`config.mk`:
```
export PLATFORM = sky130hd
export DESIGN_NAME = fifo_mac_core_flat
export DESIGN_NICKNAME = d
export VERILOG_FILES = /design/src/rtl/fifo_mac_if.sv /design/src/rtl/fifo_mac_core.sv /design/src/flat_wrapper.sv
export SDC_FILE = /design/constraint.sdc
export NUM_CORES = 1
export LEC_CHECK = 0
export ABC_AREA = 1
export CAP_MARGIN = 20
export CORE_ASPECT_RATIO = 1.1
export CORE_MARGIN = 2
export CORE_UTILIZATION = 50
export DETAILED_ROUTE_END_ITERATION = 10
export PLACE_DENSITY = 0.77
export SLEW_MARGIN = 20
export SYNTH_ARGS = -nofsm -noshare
export SYNTH_HDL_FRONTEND = slang
export SYNTH_SLANG_ARGS = --single-unit
```
`constraint.sdc`:
```
create_clock -name clk -period 4.2 [get_ports clk]
set_clock_uncertainty 0.2 [all_clocks]
set_input_delay 0.84 -clock clk [delete_from_list [all_inputs] [get_ports clk]]
set_output_delay 0.84 -clock clk [all_outputs]
set_load 0.05 [all_outputs]
```
`src/rtl/fifo_mac_if.sv`:
```
// Bundle between the MAC core, its two operand FIFOs and the result consumer.
// master = MAC core side, slave = FIFO/consumer side.
interface fifo_mac_if #(
  parameter int DATA_WIDTH = 8,
  parameter int ACC_WIDTH  = 18
);
  logic                  a_n_empty;
  logic [DATA_WIDTH-1:0] a_Dout;
  logic                  a_RE;
  logic                  b_n_empty;
  logic [DATA_WIDTH-1:0] b_Dout;
  logic                  b_RE;
  logic [ACC_WIDTH-1:0]  result;
  logic                  out_valid;
  logic                  out_ready;
  logic                  busy;

  modport master (
    input  a_n_empty, a_Dout, b_n_empty, b_Dout, out_ready,
    output a_RE, b_RE, result, out_valid, busy
  );

  modport slave (
    output a_n_empty, a_Dout, b_n_empty, b_Dout, out_ready,
    input  a_RE, b_RE, result, out_valid, busy
  );
endinterface

```
`src/rtl/fifo_mac_core.sv`:
```
// Pops paired operands from two FIFOs, accumulates VEC_LEN unsigned products
// and holds the dot product on a valid/ready port until accepted.
module fifo_mac_core #(
  parameter int DATA_WIDTH = 8,
  parameter int VEC_LEN    = 4,
  parameter int ACC_WIDTH  = 18
) (
  input  logic clk,
  input  logic rst_n,
  fifo_mac_if.master io
);
  localparam int CNT_W = $clog2(VEC_LEN + 1);
  localparam logic [CNT_W-1:0] VEC_LEN_C = CNT_W'(VEC_LEN);
  localparam logic [CNT_W-1:0] LAST_C    = CNT_W'(VEC_LEN - 1);

  typedef enum logic {RUN = 1'b0, HOLD = 1'b1} state_t;

  state_t                  state_q, state_d;
  logic [CNT_W-1:0]        issue_cnt_q, issue_cnt_d;
  logic [CNT_W-1:0]        acc_cnt_q, acc_cnt_d;
  logic                    rd_vld_q, rd_vld_d;
  logic [ACC_WIDTH-1:0]    acc_q, acc_d;
  logic [ACC_WIDTH-1:0]    result_q, result_d;
  logic                    out_valid_q, out_valid_d;

  logic                    re;
  logic                    complete;
  logic                    accept;
  logic [2*DATA_WIDTH-1:0] prod;
  logic [ACC_WIDTH-1:0]    sum;

  // Accumulation wraps modulo 2^ACC_WIDTH; the product is zero-extended.
  function automatic logic [ACC_WIDTH-1:0] mac_wrap(
    input logic [ACC_WIDTH-1:0]    acc,
    input logic [2*DATA_WIDTH-1:0] p
  );
    return acc + ACC_WIDTH'(p);
  endfunction

  always_comb begin
    prod     = (2*DATA_WIDTH)'(io.a_Dout) * (2*DATA_WIDTH)'(io.b_Dout);
    sum      = mac_wrap(acc_q, prod);
    complete = rd_vld_q && (acc_cnt_q == LAST_C);
    accept   = out_valid_q && io.out_ready;
  end

  // State register
  always_ff @(posedge clk or negedge rst_n) begin
    if (!rst_n) state_q <= RUN;
    else        state_q <= state_d;
  end

  // Next-state logic
  always_comb begin
    state_d = state_q;
    case (state_q)
      RUN:     if (complete) state_d = HOLD;
      HOLD:    if (accept)   state_d = RUN;
      default: state_d = RUN;
    endcase
  end

  // Outputs: RE depends only on registered state and the FIFO flags
  always_comb begin
    re           = (state_q == RUN) && io.a_n_empty && io.b_n_empty &&
                   (issue_cnt_q < VEC_LEN_C);
    io.a_RE      = re;
    io.b_RE      = re;
    io.result    = result_q;
    io.out_valid = out_valid_q;
    io.busy      = (issue_cnt_q != '0) || rd_vld_q || (acc_cnt_q != '0);
  end

  // Issue/accumulate datapath next values
  always_comb begin
    issue_cnt_d = issue_cnt_q;
    acc_cnt_d   = acc_cnt_q;
    acc_d       = acc_q;
    result_d    = result_q;
    out_valid_d = out_valid_q;
    rd_vld_d    = re;

    if (re) issue_cnt_d = issue_cnt_q + CNT_W'(1);

    if (rd_vld_q) begin
      acc_d     = sum;
      acc_cnt_d = acc_cnt_q + CNT_W'(1);
    end

    if (complete) begin
      result_d    = sum;
      out_valid_d = 1'b1;
      acc_d       = '0;
      acc_cnt_d   = '0;
      issue_cnt_d = '0;
    end

    if ((state_q == HOLD) && accept) out_valid_d = 1'b0;
  end

  always_ff @(posedge clk or negedge rst_n) begin
    if (!rst_n) begin
      issue_cnt_q <= '0;
      acc_cnt_q   <= '0;
      rd_vld_q    <= 1'b0;
      acc_q       <= '0;
      result_q    <= '0;
      out_valid_q <= 1'b0;
    end else begin
      issue_cnt_q <= issue_cnt_d;
      acc_cnt_q   <= acc_cnt_d;
      rd_vld_q    <= rd_vld_d;
      acc_q       <= acc_d;
      result_q    <= result_d;
      out_valid_q <= out_valid_d;
    end
  end

endmodule

```
`src/flat_wrapper.sv`:
```
// flat-port wrapper written by rule: the top's interface ports become plain ports
module fifo_mac_core_flat 
#(
  parameter int DATA_WIDTH = 8,
  parameter int VEC_LEN    = 4,
  parameter int ACC_WIDTH  = 18
)
  (clk, rst_n, io_a_n_empty, io_a_Dout, io_b_n_empty, io_b_Dout, io_out_ready, io_a_RE, io_b_RE, io_result, io_out_valid, io_busy);
  fifo_mac_if #(.DATA_WIDTH(DATA_WIDTH), .ACC_WIDTH(ACC_WIDTH)) io_i ();
  input  logic clk;
  input  logic rst_n;
  input wire logic [$bits(io_i.a_n_empty)-1:0] io_a_n_empty;
  input wire logic [$bits(io_i.a_Dout)-1:0] io_a_Dout;
  input wire logic [$bits(io_i.b_n_empty)-1:0] io_b_n_empty;
  input wire logic [$bits(io_i.b_Dout)-1:0] io_b_Dout;
  input wire logic [$bits(io_i.out_ready)-1:0] io_out_ready;
  output wire logic [$bits(io_i.a_RE)-1:0] io_a_RE;
  output wire logic [$bits(io_i.b_RE)-1:0] io_b_RE;
  output wire logic [$bits(io_i.result)-1:0] io_result;
  output wire logic [$bits(io_i.out_valid)-1:0] io_out_valid;
  output wire logic [$bits(io_i.busy)-1:0] io_busy;
  assign io_i.a_n_empty = io_a_n_empty;
  assign io_i.a_Dout = io_a_Dout;
  assign io_i.b_n_empty = io_b_n_empty;
  assign io_i.b_Dout = io_b_Dout;
  assign io_i.out_ready = io_out_ready;
  assign io_a_RE = io_i.a_RE;
  assign io_b_RE = io_i.b_RE;
  assign io_result = io_i.result;
  assign io_out_valid = io_i.out_valid;
  assign io_busy = io_i.busy;
  fifo_mac_core #(.DATA_WIDTH(DATA_WIDTH), .VEC_LEN(VEC_LEN), .ACC_WIDTH(ACC_WIDTH)) u_core (.clk(clk), .rst_n(rst_n), .io(io_i));
endmodule
```
Yosys cells after proc, flatten, opt, wreduce, memory -nomap -nowiden
Index checks and enable logic that the tools add are counted.
- register bits: 45
- input port bits: 21
- output and inout bits: 22
- word-level logic and storage cells: 38
- $add $sub $neg: 3
- multiply operators: 1
- order comparisons: 1
- equal/unequal tests: 1
- mux-type cells: 11
- bitwise logic cells: 1
- reductions and logical operators: 13
- operators by type and width (operator ; count):
    $mux W18 ; 2
    $add A18 B16 Y18 ; 1
    $mul A8 B8 Y16 ; 1
    $mux W3 ; 4
    $add A3 B1 Y3 const B ; 2
    $logic_and A1 B1 Y1 ; 6
    $reduce_bool A2 Y1 ; 3
    $reduce_bool A3 Y1 ; 2
    $mux W1 ; 4
    $eq A3 B2 Y1 const B ; 1
    $lt A3 B3 Y1 const B ; 1
    $logic_or A1 B1 Y1 ; 2
    $pmux W1 S2 ; 1
    $not A1 Y1 ; 1

Depth between registers and ports, before layout
Gate-level depths: netlist of run 1.
- word-level depth: 6
- mapped depth: 21
- gate-level depth less buffers: 20

Worst setup path before layout of run 1
Ideal clock, no wire load.
- kind: input-to-reg
- start: input port io_b_Dout[7]
- end: register u_core.acc_q[9]
- library setup time: 0.134 ns
- arrival time: 4.354 ns
- slack: -0.488 ns
- stages on the path: 17
- buffers on the path: 1
- path through: clkbuf_1 nand2_1 fa_1 fa_1 inv_1 fa_1 inv_1 fa_1 inv_1 ha_1 nand2_1 inv_1 nand2_1 nand3_2 or2_1 nand3_1 o21ai_0
- cells in the longest elaborated chain, start to end: 4
- RTL lines (item ; RTL line ; source):
    from (decl) ; flat_wrapper.sv:15 ; input wire logic [$bits(io_i.b_Dout)-1:0] io_b_Dout;
    $mul A8 B8 Y16 ; fifo_mac_core.sv:41 ; prod = (2*DATA_WIDTH)'(io.a_Dout) * (2*DATA_WIDTH)'(io.b_Dout);
    $add A18 B16 Y18 ; fifo_mac_core.sv:37 ; return acc + ACC_WIDTH'(p);
    $mux W18 ; fifo_mac_core.sv:85 ; if (rd_vld_q) begin
    $mux W18 ; fifo_mac_core.sv:90 ; if (complete) begin
    to (signal assigned) ; fifo_mac_core.sv:106 ; acc_q <= '0;
    to (signal assigned) ; fifo_mac_core.sv:113 ; acc_q <= acc_d;
    to (decl) ; fifo_mac_core.sv:22 ; logic [ACC_WIDTH-1:0] acc_q, acc_d;
Every way passes these cells. The select of a mux whose other input is x is not followed.
A chain may end at the register's enable or synchronous reset.

Worst setup path after layout of run 1
- start: input port io_a_Dout[3]
- end: register u_core.result_q[10] (netlist: u_core.io.result[10])
- cells in the longest elaborated chain, start to end: 2
- RTL lines (item ; RTL line ; source):
    from (decl) ; flat_wrapper.sv:13 ; input wire logic [$bits(io_i.a_Dout)-1:0] io_a_Dout;
    $mul A8 B8 Y16 ; fifo_mac_core.sv:41 ;
    $add A18 B16 Y18 ; fifo_mac_core.sv:37 ;
    to (signal assigned) ; fifo_mac_core.sv:114 ; result_q <= result_d;
    to (decl) ; fifo_mac_core.sv:23 ; logic [ACC_WIDTH-1:0] result_q, result_d;
Every way passes these cells.

==> results.py, run 1 <==
metrics = {
    "global_route": {
        "grt_antenna_before_repair": 0,
        "grt_max_degree": 46,
        "grt_pass1_wl_mm": 18.4,
        "gr-total-overflow": 0,
        "grt_usage": 0.231,
        "grt_pass1_vias": 4025,
    },
    "power": {
        "power_mw": 3.70,
        "total_leakage_power_nw": 3.37,
        "power.density_nw_per_um2": 610,
        "ir_drop_mv": 0.388,
    },
    "logic_synthesis": {
        "syn_inst": 624,
        "syn_area_um2": 4680,
        "syn_avg_cell_area_um2": 7.50,
        "syn_nets": 739,
        "synthDistinctLibCells": 26,
        "ys_ff_latch": 45,
        "async_flop_share": 1.00,
        "synth-main-ff-cell": "dfrtp_1",
        "synth_edf_count": 0,
        "ys_seq_area_frac": 0.241,
        "yosysWarnings": 0,
    },
    "floorplan": {
        "fp.coreArea_um2": 9210,
        "dieHeight_um": 105,
        "num_io_pins": 43,
        "row_count": 37,
        "die_area_um2": 10200,
        "dieWidth_um": 96.3,
        "start_util": 0.508,
    },
    "worst_setup_path": {
        "r2r_slack_ns": 0.25,
        "worstPathRequired_ns": 4.20,
        "crit_path_end_kind": "flip-flop",
        "path_buf_inv": 6,
        "critPathLaunchType": "primary input",
        "critPathMaxStageDelay_ns": 0.56,
        "critPathKind": "primary input to flip-flop",
        "arrival_ns": 4.32,
        "cp_cell_sequence": "buf_12 -> buf_6 -> nand2_2 -> inv_2 -> fa_1 -> fa_1 -> fa_1 -> inv_2 -> fa_1 -> inv_2 -> ha_4 -> nand2_4 -> nand2_4 -> buf_4 -> a21oi_2 -> nand2_1 -> xnor2_2 -> o21ai_1",
        "cp_slowest_cell": "fa_1",
        "path_max_fanout": 5,
        "crit_top_cell": "fa_1",
        "critPathTopFamily": "adder cells",
    },
    "run_status": {
        "violations": "negative setup slack",
        "status": "complete, but fails checks",
    },
    "clock_network": {
        "clock-sinks": 45,
        "clock_path_buffers": 2,
        "cts_tree": "yes",
        "htreeDepth": 2,
        "clkTransAtPathRegs_ns": 0.09,
        "cts_buffers": 5,
        "cts_root_buf": "clkbuf_8",
        "clock_latency_ns": 0.32,
    },
    "layout": {
        "final_common_cell": "inv_1",
        "drive_gt1_frac": 0.293,
        "finalNetCount": 803,
        "antennaDiodeCount": 0,
        "fillCellCount": 736,
        "synthToLayoutAreaGrowth_pct": 29.8,
        "layout_common_cells": "147 x inv_1, 136 x nand2_1, 45 x dfrtp_1",
        "layout.cells.non_filler": 806,
        "fin_area_um2": 6070,
    },
    "place": {
        "place_inst": 786,
        "routabilityCongestion": 0.871,
        "place_ws_ns": -0.952,
        "hpwl_mm": 8.30,
        "placed_cell_area_um2": 5430,
        "port_buffers": 42,
    },
    "drt": {
        "totalWireLength_mm": 11.6,
        "wl_per_cell_um": 14.4,
        "drtIter0Drc": 143,
        "ant_nets": 0,
        "drtPass1Iterations": 4,
        "drc": 0,
        "vias": 3979,
        "via_per_inst": 4.94,
    },
    "sta": {
        "setup_ws_ns": -0.126,
        "period_share": 1.03,
        "whs_ns": 0.283,
        "maxSlewHeadroom": 0.518,
        "worst_slew_pin_slew_ns": 0.722,
        "fmax_ghz": 0.231,
        "period_needed_ns": 4.33,
        "slew_violations": 0,
        "hold_viol_final": 0,
        "setup_viol": 17,
        "rsz0062_at_grt": "true",
    },
    "job": {
        "max_cap_viol_count": 0,
    },
    "worst_hold_path": {
        "holdCritPathClass": "flip-flop to flip-flop",
    },
}
==> logic make-up after synthesis <==
logic type,count (synthesis),share of synthesized area
buffers and inverters,201,0.168
XOR/XNOR,6,0.0112
flip-flops,45,0.241
AO/OA/AOI/OAI,34,0.0382
adder cells (fa/ha/maj),94,0.331
AND/OR/NAND/NOR,244,0.211
==> report_power, final <==
group | internal (mW) | total, mW | switching [mW]
clock | 0.181 | 0.350 | 0.169
combinational | 1.24 | 2.91 | 1.67
sequential | 0.438 | 0.441 | 0.00297
==> flip-flops by register name (all words and copies together) (netlist names) <==
| name | flops |
|---|---|
| u_core.issue_cnt_q | 3 |
| u_core.io.result | 18 |
| u_core.acc_q | 18 |
| u_core.acc_cnt_q | 3 |
| u_core.state_q | 1 |
| u_core.rd_vld_q | 1 |
| u_core.io.out_valid | 1 |
==> layer usage <==
metal  wire [um]  GRT usage  vias to the layer above
met2        5940      0.390                      111
li1            -          -                     1926
met3         468     0.0286                       45
met1        4640      0.297                     1897
met5           0          0                        -
met4         544     0.0888                        0
==> stage by stage <==
| step | utilization | setup TNS (ns) |
|---|---|---|
| after global routing | 0.659 | -2.76 |
| after floorplan | - | -2.11 |
| after global placement | 0.589 | -22.19 |
| after CTS | 0.615 | -2.66 |
| after detailed placement | 0.589 | -23.36 |
| final | 0.659 | -0.821 |
==> synth_stat cells (all sizes together) (2+ instances only) <==
cell / instances / share of area
nand2: 191 / 0.15
inv: 177 / 0.14
fa: 50 / 0.21
dfrtp: 45 / 0.24
ha: 44 / 0.12
nand3: 30 / 0.034
clkbuf: 17 / 0.014
nor2: 16 / 0.014
o21ai: 16 / 0.017
a21oi: 12 / 0.013
buf: 7 / 0.012
o22ai: 5 / 0.0067
xnor2: 5 / 0.0094
nand3b: 2 / 0.0032
nand4: 2 / 0.0027
==> repair_timing <==
item / 4_1_cts / 5_1_grt
pin swaps: 42 / 69
hold buffers: 0 / 0
setup buffers: 7 / 7
endpoints found under the hold margin: 0 / 0
gates resized for setup: 117 / 130
setup endpoints to repair: 28 / 26
==> worst reg2reg max path, cell delays in order (launching register included) <==
cell and delay (ns):
dfrtp_1 0.33, inv_1 0.07, fa_1 0.54, inv_1 0.06
fa_1 0.50, inv_1 0.05, fa_1 0.47, fa_1 0.56
inv_2 0.05, ha_4 0.29, nand2_1 0.07, nor2_2 0.13
nand2_2 0.08, nand3_4 0.11, nand2_2 0.07, nand2_2 0.06
nand2_2 0.05, nand3_1 0.08, nand2_1 0.06
==> final timing paths <==
check	from	end	cells past startpoint
worst max-delay path	io_a_Dout[3]	u_core.io.result[10]	18
worst min register to register	u_core.acc_q[14]	u_core.acc_q[14]	2
worst max register to register	u_core.acc_q[6]	u_core.acc_q[13]	18
max in group asynchronous	rst_n	u_core.acc_q[14]	1
worst min-delay path	u_core.acc_q[14]	u_core.acc_q[14]	2
min in group asynchronous	rst_n	u_core.issue_cnt_q[0]	1
==> layout make-up <==
type,instances,area [um^2],share of cell area
clock buffer,5,68.8,0.0113
tap,117,146,0.0241
inverter,177,672,0.111
timing repair buffer,81,737,0.121
multi-input combinational,378,3270,0.539
clock inverter,3,48.8,0.00803
sequential,45,1130,0.185
Power figures use the tool's default switching activity.
==> run 2: changes to the inputs <==
- CTS_CLUSTER_DIAMETER: not set -> 100
- clock period: 4.2 -> 5.05 ns (I/O delays scaled with it)
==> run 2 against run 1 <==
Against the previous run:
- the flow now finishes without violations
- combinational power decreased by 46%
- clock-buffer cell count unchanged
- routed wire length decreased by 9.3%
- sequential power decreased by 17%
- total power decreased by 40%
- via count decreased by 2.8%
==> results.py, run 2 (synthesized netlist as in run 1, its figures left out) <==
metrics = {
    "floorplan": {
        "fp.coreArea_um2": 9210,
        "die_area_um2": 10200,
        "dieHeight_um": 105,
        "row_count": 37,
        "num_io_pins": 43,
        "dieWidth_um": 96.3,
        "start_util": 0.508,
    },
    "place": {
        "place_inst": 789,
        "routabilityCongestion": 0.877,
        "place_ws_ns": -0.455,
        "hpwl_mm": 8.54,
        "port_buffers": 42,
    },
    "global_route": {
        "grt_usage": 0.231,
        "gr-total-overflow": 0,
        "grt_pass1_wl_mm": 18.4,
        "grt_max_degree": 46,
        "grt_antenna_before_repair": 0,
        "grt_pass1_vias": 4027,
    },
    "layout": {
        "layout_common_cells": "189 x nand2_1, 175 x inv_1, 50 x fa_1",
        "finalNetCount": 795,
        "fillCellCount": 819,
        "antennaDiodeCount": 0,
        "layout.cells.non_filler": 798,
        "synthToLayoutAreaGrowth_pct": 18.9,
        "fin_util": 0.604,
        "final_common_cell": "nand2_1",
        "drive_gt1_frac": 0.0822,
    },
    "drt": {
        "drtIter0Drc": 265,
        "drtPass1Iterations": 5,
        "via_per_inst": 4.84,
        "totalWireLength_mm": 10.5,
        "ant_nets": 0,
        "vias": 3866,
        "drc": 0,
        "wl_per_cell_um": 13.2,
    },
    "worst_setup_path": {
        "path_buf_inv": 4,
        "r2r_slack_ns": 1.02,
        "crit_path_end_kind": "flip-flop",
        "path_max_fanout": 7,
        "r2r_end": "u_core.acc_q[13]",
        "cp_slowest_cell": "fa_1",
        "arrival_ns": 4.83,
        "r2r-start": "u_core.acc_q[6]",
        "critPathMaxStageDelay_ns": 0.56,
        "r2r_cells": 17,
        "critPathKind": "primary input to flip-flop",
        "critPathTopFamily": "adder cells",
        "worstPathRequired_ns": 5.05,
        "crit_top_cell": "nand2_1",
        "critPathLaunchType": "primary input",
        "cp_cell_sequence": "clkdlybuf4s15_1 -> nand2_1 -> fa_1 -> fa_1 -> inv_1 -> fa_1 -> inv_1 -> fa_1 -> inv_1 -> ha_4 -> nand2_1 -> nor2_1 -> nand2_1 -> nand3_2 -> nand2_1 -> nand2_1 -> nand2_1 -> nand3_2 -> nand2_1",
    },
    "clock_network": {
        "cts_tree": "yes",
        "cts_buffers": 5,
        "holdBufCountCts": 0,
        "clkTransAtPathRegs_ns": 0.08,
        "clock_path_buffers": 2,
        "clock-sinks": 45,
        "clock_latency_ns": 0.31,
        "htreeDepth": 2,
        "cts_root_buf": "clkbuf_8",
    },
    "sta": {
        "setup_ws_ns": 0.218,
        "fin_tns_setup_ns": 0,
        "slew_violations": 0,
        "hold_viol_final": 0,
        "worst_slew_pin_slew_ns": 0.599,
        "period_share": 0.957,
        "setup_viol": 0,
        "period_needed_ns": 4.83,
        "maxSlewHeadroom": 0.601,
        "fmax_ghz": 0.207,
    },
    "run_status": {
        "status": "finished, final reports clean",
    },
    "power": {
        "power_mw": 2.24,
        "ir_drop_mv": 0.291,
        "total_leakage_power_nw": 3.28,
        "power.density_nw_per_um2": 402,
    },
    "worst_hold_path": {
        "worstHoldStart": "u_core.io.result[17]",
        "holdPathStages": 2,
        "hold_path_end": "u_core.io.result[17]",
        "holdCritPathClass": "flip-flop to flip-flop",
    },
    "job": {
        "max_cap_viol_count": 0,
    },
}
==> run 2: cell types whose count changed in the layout (fill, tap and decap cells not counted), sizes merged <==
cell,delta
buf,-23
dlygate4sd2,+8
dlymetal6s2s,+5
clkdlybuf4s15,+3
clkbuf,-1
==> run 2: through the flow <==
step	hold WS [ns]	cell area (um^2)
6_report	0.289	5570
3_3_place_gp	0.266	5350
3_5_place_dp	0.264	5350
5_1_grt	0.325	5570
4_1_cts	0.296	5450
2_1_floorplan	0.249	4680
==> run 2: cell type report <==
cell class,instances,area [um^2],share of cell area
multi-input combinational,378,2850,0.512
timing repair buffer,73,661,0.119
clock inverter,3,48.8,0.00877
sequential,45,1130,0.202
inverter,177,664,0.119
clock buffer,5,68.8,0.0124
tap,117,146,0.0263
==> run 2: power by group <==
part	switching (mW)	internal [mW]
Combinational	0.900	0.677
Clock	0.141	0.151
Sequential	0.00239	0.364
Total	1.04	1.19
==> run 2: timing repair <==
item,CTS,global route
setup endpoints to repair,18,20
buffers inserted,0,0
resized for setup,11,18
endpoints found under the hold margin,0,0
pin swaps,0,3
==> run 2: worst max path at each step <==
stage,startpoint,end,slack (ns),depth (start not counted)
6_report,io_b_Dout[5],u_core.acc_q[13],0.22,19
5_1_grt,io_a_Dout[3],u_core.acc_q[16],-0.01,21
4_1_cts,io_a_Dout[7],u_core.acc_q[16],0.004,18
3_5_place_dp,io_b_Dout[4],u_core.acc_q[16],-0.45,18
3_3_place_gp,io_b_Dout[5],u_core.io.result[17],-0.41,18
2_1_floorplan,io_b_Dout[7],u_core.acc_q[9],0.19,17
==> run 2: worst reg2reg max path, cell delays in order (launching register included) <==
cell      delay (ns)
dfrtp_1         0.35
inv_1           0.09
fa_1            0.55
inv_1           0.06
fa_1            0.51
inv_1           0.05
fa_1            0.49
fa_1            0.57
inv_1           0.07
ha_4            0.25
nand2_1         0.09
nand2_1         0.07
nand2_1         0.08
nand3_2         0.11
nand2_1         0.11
nand3b_1        0.12
nand3_2         0.10
nand2_1         0.06
==> run 2: layer usage <==
layer,up-vias,part of all wire,wire length (um),global-route usage
met2,97,0.51,5350,0.384
met3,23,0.039,415,0.0293
met1,1833,0.43,4500,0.310
met5,-,0,0,0
met4,0,0.024,251,0.0745
li1,1913,-,-,-
